===== config.mk =====
export PLATFORM = sky130hd
export DESIGN_NAME = jtag_shift_engine
export DESIGN_NICKNAME = d
export VERILOG_FILES = /design/src/rtl/jtag_shift_engine.sv
export SDC_FILE = /design/constraint.sdc
export NUM_CORES = 1
export LEC_CHECK = 0
export CAP_MARGIN = 20
export CORE_UTILIZATION = 40
export DETAILED_ROUTE_END_ITERATION = 6
export PLACE_DENSITY = 0.69
export SLEW_MARGIN = 30
export SYNTH_ARGS = -nofsm -noshare
export SYNTH_HDL_FRONTEND = slang
export SYNTH_SLANG_ARGS = --single-unit

===== constraint.sdc =====
create_clock -name ref_clk -period 1.9 [get_ports ref_clk]
set_clock_uncertainty 0.1 [all_clocks]
set_input_delay 0.38 -clock ref_clk [delete_from_list [all_inputs] [get_ports ref_clk]]
set_output_delay 0.38 -clock ref_clk [all_outputs]
set_load 0.05 [all_outputs]

===== src/rtl/jtag_shift_engine.sv =====
// jtag_shift_engine
//   Bit-serial JTAG shifter sitting directly behind the TCK generator.
//   A command carries up to DATA_W TMS/TDI bit pairs (LSB first). Each bit is
//   driven on a jtag_wr_en strobe (TCK falling edge) and the matching TDO is
//   captured on the following jtag_rd_en strobe (TCK rising edge). The
//   captured word is returned through a valid/ready response port.
//
// Ports
//   ref_clk     single clock, shared with the TCK generator
//   rst         synchronous, active-high reset
//   jtag_rd_en  strobe one ref_clk before each TCK rising edge (TDO sample)
//   jtag_wr_en  strobe one ref_clk before each TCK falling edge (TMS/TDI update)
//   cmd_valid   command present
//   cmd_ready   engine accepts a command
//   cmd_len     bits to shift; 0 legal; values above DATA_W clamp to DATA_W
//   cmd_tms     TMS bits, LSB shifted first
//   cmd_tdi     TDI bits, LSB shifted first
//   rsp_valid   captured word available
//   rsp_ready   consumer accepts the response
//   rsp_tdo     captured TDO; bit i = TDO for shifted bit i, upper bits 0
//   busy        high whenever the engine is not idle
//   tms, tdi    JTAG outputs, hold their last driven value
//   tdo         JTAG input, sampled directly (stable half a TCK before rise)

module jtag_shift_engine #(
   parameter int DATA_W = 32,
   parameter int LEN_W  = 6
) (
   input  logic              ref_clk,
   input  logic              rst,
   input  logic              jtag_rd_en,
   input  logic              jtag_wr_en,
   input  logic              cmd_valid,
   output logic              cmd_ready,
   input  logic [LEN_W-1:0]  cmd_len,
   input  logic [DATA_W-1:0] cmd_tms,
   input  logic [DATA_W-1:0] cmd_tdi,
   output logic              rsp_valid,
   input  logic              rsp_ready,
   output logic [DATA_W-1:0] rsp_tdo,
   output logic              busy,
   output logic              tms,
   output logic              tdi,
   input  logic              tdo
);

   typedef enum logic [1:0] {
      S_IDLE,
      S_DRIVE,
      S_SAMPLE,
      S_RESP
   } state_t;

   localparam logic [LEN_W-1:0] MAX_LEN = LEN_W'(DATA_W);

   state_t            state;
   logic [DATA_W-1:0] tms_sr;
   logic [DATA_W-1:0] tdi_sr;
   logic [DATA_W-1:0] cap_mask;
   logic [LEN_W-1:0]  idx;
   logic [LEN_W-1:0]  eff_len;
   logic [LEN_W-1:0]  clamp_len;
   logic [LEN_W-1:0]  idx_next;

   assign clamp_len = (cmd_len > MAX_LEN) ? MAX_LEN : cmd_len;
   assign idx_next  = idx + LEN_W'(1);
   assign busy      = (state != S_IDLE);

   // Bit selection uses right-shifting word registers and a one-hot capture
   // mask that walks left, rather than indexing by idx; idx only tracks the
   // count against eff_len. rsp_tdo is cleared on accept, so OR-ing in a 1
   // at the mask position is the same as writing rsp_tdo[idx] <= tdo.
   always_ff @(posedge ref_clk) begin
      if (rst) begin
         state     <= S_IDLE;
         cmd_ready <= 1'b0;
         rsp_valid <= 1'b0;
         rsp_tdo   <= '0;
         tms       <= 1'b1;
         tdi       <= 1'b0;
         tms_sr    <= '0;
         tdi_sr    <= '0;
         cap_mask  <= '0;
         idx       <= '0;
         eff_len   <= '0;
      end else begin
         case (state)
            S_IDLE: begin
               if (cmd_valid && cmd_ready) begin
                  cmd_ready <= 1'b0;
                  tms_sr    <= cmd_tms;
                  tdi_sr    <= cmd_tdi;
                  eff_len   <= clamp_len;
                  idx       <= '0;
                  rsp_tdo   <= '0;
                  cap_mask  <= DATA_W'(1);
                  if (clamp_len == '0) begin
                     rsp_valid <= 1'b1;
                     state     <= S_RESP;
                  end else begin
                     state <= S_DRIVE;
                  end
               end else begin
                  cmd_ready <= 1'b1;
               end
            end

            // Read strobes here are ignored: every bit starts on a falling edge.
            S_DRIVE: begin
               if (jtag_wr_en) begin
                  tms    <= tms_sr[0];
                  tdi    <= tdi_sr[0];
                  tms_sr <= tms_sr >> 1;
                  tdi_sr <= tdi_sr >> 1;
                  state  <= S_SAMPLE;
               end
            end

            S_SAMPLE: begin
               if (jtag_rd_en) begin
                  if (tdo) begin
                     rsp_tdo <= rsp_tdo | cap_mask;
                  end
                  cap_mask <= cap_mask << 1;
                  idx      <= idx_next;
                  if (idx_next == eff_len) begin
                     rsp_valid <= 1'b1;
                     state     <= S_RESP;
                  end else begin
                     state <= S_DRIVE;
                  end
               end
            end

            S_RESP: begin
               if (rsp_ready) begin
                  rsp_valid <= 1'b0;
                  state     <= S_IDLE;
               end
            end

            default: begin
               state <= S_IDLE;
            end
         endcase
      end
   end

endmodule


==> metrics.txt, run 1 <==
peak supply drop=0.600 mV; worst path required time=2100 ps; largest net degree at the start of global routing=66; P&R area growth vs syn=34.1%; Post-synth top cells=dfxtp_1 (146), nand2_1 (141), nor2_1 (136); Max Slew Vio Count=0; Post-DP Area=0.00702 sq mm; final worst slack=67.4 ps; DRT iter0 DRCs=approximately 400; CTS Buf Count=17; largest cells by area after synthesis=dfxtp_1 (51%), a311oi_1 (9.5%), nand2_1 (9.2%); number of flops mapped to enable cells by yosys=0; number of global-route vias before repair=4642; NumNets Final=867; placed cells=950; Yosys cell types=40; Core Box Area=0.0139 sq mm; share of cells above drive strength 1=0.135; die area=0.0148 sq mm; Cell Rows=43; Max transition margin=0.734; power per cell area=1010 mW/mm^2; Crit. End Element=flip-flop; outcome=completed; first drt pass iteration count=5; Syn Std Cell Area=0.00573 sq mm; antenna-violating nets left=0; Cell Count, Final, Fillers Out=983; total global-route track usage=0.184; Finished Core Util=0.551; io pins=114; cell with the most instances after synthesis=dfxtp_1; GP Congestion=~0.77; Crit path arrival time=2040 ps; leakage=just under 3 nW; max-cap viol count=0; Clock Tree Root=clkbuf_16; Die Width=approximately 120 um; Final setup viols=0; overflow left after global routing=0; CTS tree=done; DP HPWL=8.79 mm; Die Y=approximately 120 um; Max Fclk=546 MHz; Mapped Nets=767; Final Cell Area=approximately 0.0077 sq mm; Starting Density=0.411; I/O Buffers=113; dominant synthesized flop cell=dfxtp_1; clock buffer depth=2; routed vias/inst=between 5 and 6; initial antenna violation count=0; cts hold-fix bufs=0; ys async rst share=0; Yosys Warn Count=0; fillcell total=1260; startpoint types=flip-flop; syn_area_per_cell=8.31 sq um; post-synth top area cell=dfxtp_1; Worst Max-Slew Pin Slew=398 ps; worst skew pair latency=420 ps; Hold/Removal Path Class=in -> reg; DR vias=5129; Fin. Hold Viols=0; pre-CTS setup slack=-105 ps; CP Class=reg -> reg; Num Clock Sinks=146; Synth Instances=689; worst-path fanout max=6; DR WL/cell=13.7 um; global-route wire length before repair=21.4 mm; sequential fraction of the synthesis area=0.510; Design Power=between 7 and 8 mW; Reg clk slew, reported paths=~60 ps; H-tree levels=4; Yosys reg bits=146; area share of the largest cell type after synthesis=0.510; ratio of final minimum period to clock period=0.965; fin crit period=1830 ps; Total Routed Length=about 13 mm; DRC=0
worst paths after layout:
kind                     start            to  slack (ps)  depth (start not counted)
setup / recovery        idx[1]     rsp_valid          70                          6
hold / removal             rst    eff_len[2]         170                          2
setup reg to reg        idx[1]     rsp_valid          70                          6
hold reg to reg   cap_mask[31]  cap_mask[31]         360                          2
cell usage in the layout, fill, tap and decap left out, types with 5 or more instances in the layout:
cell / count
xnor2_1: 5
nor2_1: 136
a311oi_1: 62
a22oi_1: 33
inv_1: 5
clkdlybuf4s50_1: 75
buf_12: 9
a21oi_1: 49
dfxtp_1: 145
buf_4: 54
nand2_1: 141
o21ai_0: 6
nand3_1: 8
clkbuf_16: 17
nand3b_1: 6
per-stage QoR:
step           setup TNS, ps  hold slack [ps]
4_1_cts                    0              162
5_1_grt                -1.85              172
3_5_place_dp           -5520              354
3_3_place_gp           -1230              347
2_1_floorplan              0              332
6_report                   0              174
routing by layer:
layer / track usage / part of all wire / routed length [um] / up-vias
li1: - / - / - / 2603
met1: 0.231 / 0.46 / 6190 / 2399
met2: 0.299 / 0.49 / 6560 / 121
met3: 0.0566 / 0.048 / 644 / 6
met4: 0.0617 / 0.0047 / 63 / 0
met5: 0 / 0 / 0 / -
sequential cells by signal (all words and copies together), names as in the netlist:
signal	flops
rsp_tdo	32
tms	1
tms_sr	32
rsp_valid	1
tdi_sr	32
idx	6
cap_mask	32
cmd_ready	1
eff_len	6
tdi	1
state	2
area by class of cell:
type	count	area (sq um)	area share
sequential	146	2920	0.381
multi-input combinational	481	2540	0.331
timing repair buffer	138	1340	0.174
clock buffer	22	484	0.0630
tap	180	225	0.0293
clock inverter	10	146	0.0191
inverter	5	18.8	0.00244
antenna	1	2.50	0.000326
report_power, final:
part           switching [mW]  leakage [nW]  internal (mW)
sequential             0.0973          1.19           3.23
combinational           0.506          1.43          0.428
clock                    1.29         0.308           2.22
worst max-delay path, cell delays in order (launching register included):
cell and delay, ps:
dfxtp_1 350, ha_4 190, and3b_1 160, or3_4 380, a31oi_4 170, nor3_1 70, o311a_1 290
cell families (layout without fill, tap and decap cells):
kind of cell	count (synthesis)	in the layout	share of synthesized area
AOI/OAI and AO/OA	158	158	0.199
xor gates and xnor gates	7	7	0.0107
adders and majority gates	1	1	0.00218
buffers and inverters	62	175	0.0526
DFF	146	146	0.510
muxes	1	1	0.00175
other	0	1	0
and+or+nand+nor	314	314	0.224
timing repair:
action                                  4_1_cts  5_1_grt
buffers inserted                              0        0
endpoints found under the setup margin        2        3
gates resized for setup                       1        5
(Power assumes the default switching activity.)
==> run 2: changes to the inputs <==
--- a/config.mk
+++ b/config.mk
@@ -5,11 +5,12 @@
 export SDC_FILE = /design/constraint.sdc
 export NUM_CORES = 1
 export LEC_CHECK = 0
-export CAP_MARGIN = 20
+export CAP_MARGIN = 5
 export CORE_UTILIZATION = 40
 export DETAILED_ROUTE_END_ITERATION = 6
 export PLACE_DENSITY = 0.69
-export SLEW_MARGIN = 30
+export SLEW_MARGIN = 20
 export SYNTH_ARGS = -nofsm -noshare
 export SYNTH_HDL_FRONTEND = slang
 export SYNTH_SLANG_ARGS = --single-unit
+export TNS_END_PERCENT = 5
==> metrics.txt, run 2 (same netlist as run 1, synthesis figures left out) <==
first drt pass iteration count=5 (unchanged); Clock Tree Root=clkbuf_16 (unchanged); GR peak layer=met2 (unchanged); Crit path arrival time=2060 ps (was 2040 ps); CTS tree=done (unchanged); Net Sw Frac=0.244 (was 0.243); final setup TNS=0 ps (unchanged); Max transition margin=0.742 (was 0.734); number of global-route vias before repair=4642 (unchanged); global-route wire length before repair=21.4 mm (unchanged); DRC=0 (unchanged); R2R Setup Slk=50 ps (was 70 ps); share of cells above drive strength 1=0.132 (was 0.135); Max Slew Vio Count=0 (unchanged); Critical path origin=idx[1] (unchanged); Hold/Removal Path Class=in -> reg (unchanged); Final Cell Area=0.00765 sq mm (was 0.00768 sq mm); hold_sp=rst (unchanged); clock share of power=0.452 (was 0.451); final worst slack=49.2 ps (was 67.4 ps); max-cap viol count=0 (unchanged); startpoint types=flip-flop (unchanged); routed vias/inst=5.25 (was 5.22); NumNets Final=867 (unchanged); peak supply drop=0.606 mV (was 0.600 mV); Finished Core Util=0.549 (was 0.551); worst skew pair latency=420 ps (about the same); pre-CTS setup slack=-105 ps (unchanged); GP Congestion=0.772 (unchanged); DRT iter0 DRCs=382 (was 402); Starting Density=0.411 (unchanged); Internal Power=5.88 mW (about the same); leakage=2.92 nW (about the same); global-route met2 utilization=0.299 (unchanged); worst-path fanout max=6 (unchanged); Cell Rows=43 (unchanged); worst path required time=2110 ps (was 2100 ps); DR vias=5157 (was 5129); Die Y=122 um (unchanged); placed cells=950 (unchanged); P&R area growth vs syn=33.6% (was 34.1%); Bufs and invs on worst path=0 (unchanged); Final setup viols=0 (unchanged); Max Fclk=540 MHz (was 546 MHz); Crit. End Element=flip-flop (unchanged); post-CTS setup buffers=0 (unchanged); Total Routed Length=13.3 mm (was 13.5 mm); die area=0.0148 sq mm (unchanged); io pins=114 (unchanged); largest net degree at the start of global routing=66 (unchanged); Seq pwr share=0.428 (was 0.429); DR WL/cell=13.5 um (was 13.7 um); I/O Buffers=113 (unchanged); Gate power share=0.120 (about the same); clock buffer depth=2 (unchanged); Fin. Hold Viols=0 (unchanged); H-tree levels=4 (unchanged); RSZ-0062 raised after global routing=yes; Reg clk slew, reported paths=60 ps (about the same); fin crit period=1850 ps (was 1830 ps); power per cell area=1020 mW/mm^2 (was 1010 mW/mm^2); RR Startpoint=idx[1] (unchanged); met3 usage in global routing=0.0566 (unchanged); overflow left after global routing=0 (unchanged); outcome=completed (unchanged); Top Family by Delay on Critical Path=compound AO/OA/AOI/OAI gates (was simple AND/OR/NAND/NOR gates); initial antenna violation count=0 (unchanged); most common cell after layout, fill and taps aside=dfxtp_1 (unchanged); Core Box Area=0.0139 sq mm (unchanged); GRT met1 Usage=0.231 (unchanged); commonest non-fill, non-tap cells in the layout=dfxtp_1 (145), nand2_1 (141), nor2_1 (136) (unchanged); Die Width=122 um (unchanged); DP HPWL=8.79 mm (unchanged); CTS Buf Count=17 (unchanged); CP Cell Sequence=ha_2, and3b_1, or3_1, a31oi_2, o311ai_1, a41o_1 (was ha_4, and3b_1, or3_4, a31oi_4, nor3_1, o311a_1); antenna-violating nets left=0 (unchanged); Post-DP Area=0.00702 sq mm (unchanged); ratio of final minimum period to clock period=0.974 (was 0.965); Worst Max-Slew Pin Slew=387 ps (was 398 ps); total global-route track usage=0.184 (unchanged); Num Clock Sinks=146 (unchanged); CP Class=reg -> reg (unchanged); Worst path slowest cell=or3_1 (was or3_4); Cell Count, Final, Fillers Out=983 (unchanged); Worst path max stage delay=360 ps (was 380 ps); sw power=1.90 mW (was 1.89 mW)
[run 2: power by group through the flow]
stage / combinational [mW] / clock [mW] / sequential, mW
after floorplan: 0.580 / 0 / 3.38
after global placement: 0.907 / 0 / 3.38
after detailed placement: 0.935 / 0 / 3.39
after CTS: 0.939 / 3.59 / 3.33
after global routing: 1.03 / 3.72 / 3.35
final: 0.931 / 3.52 / 3.33
[run 2: through the flow]
step                      power [mW]  hold slack (ps)
after floorplan                 3.96              332
after global placement          4.29              347
after detailed placement        4.33              354
after CTS                       7.86              162
after global routing            8.11              172
final                           7.78              174
[run 2: worst paths after layout]
check            endpoint  cells after the start
max              state[1]                      6
min            eff_len[2]                      2
max reg2reg      state[1]                      6
min reg2reg  cap_mask[31]                      2
[run 2: repair_timing]
| action | in CTS | in global routing |
|---|---|---|
| hold buffers | 0 | 0 |
| setup endpoints to repair | 2 | 3 |
| resized for setup | 1 | 1 |
| endpoints found under the hold margin | 0 | 0 |
| pin swaps | 0 | 0 |
[run 2: routing by layer]
metal,wire [um],share of wire
met1,6120,0.46
met2,6290,0.47
met3,754,0.057
met4,149,0.011
met5,0,0
[run 2: final cells by class]
class,count,area (sq um)
flip-flops and latches,146,2920
clock buffers,22,484
fillers,1264,6280
inverters,5,18.8
multi-input cells,481,2510
repair buffers,138,1340
diodes,1,2.50
well taps,180,225
clock inverters,10,146
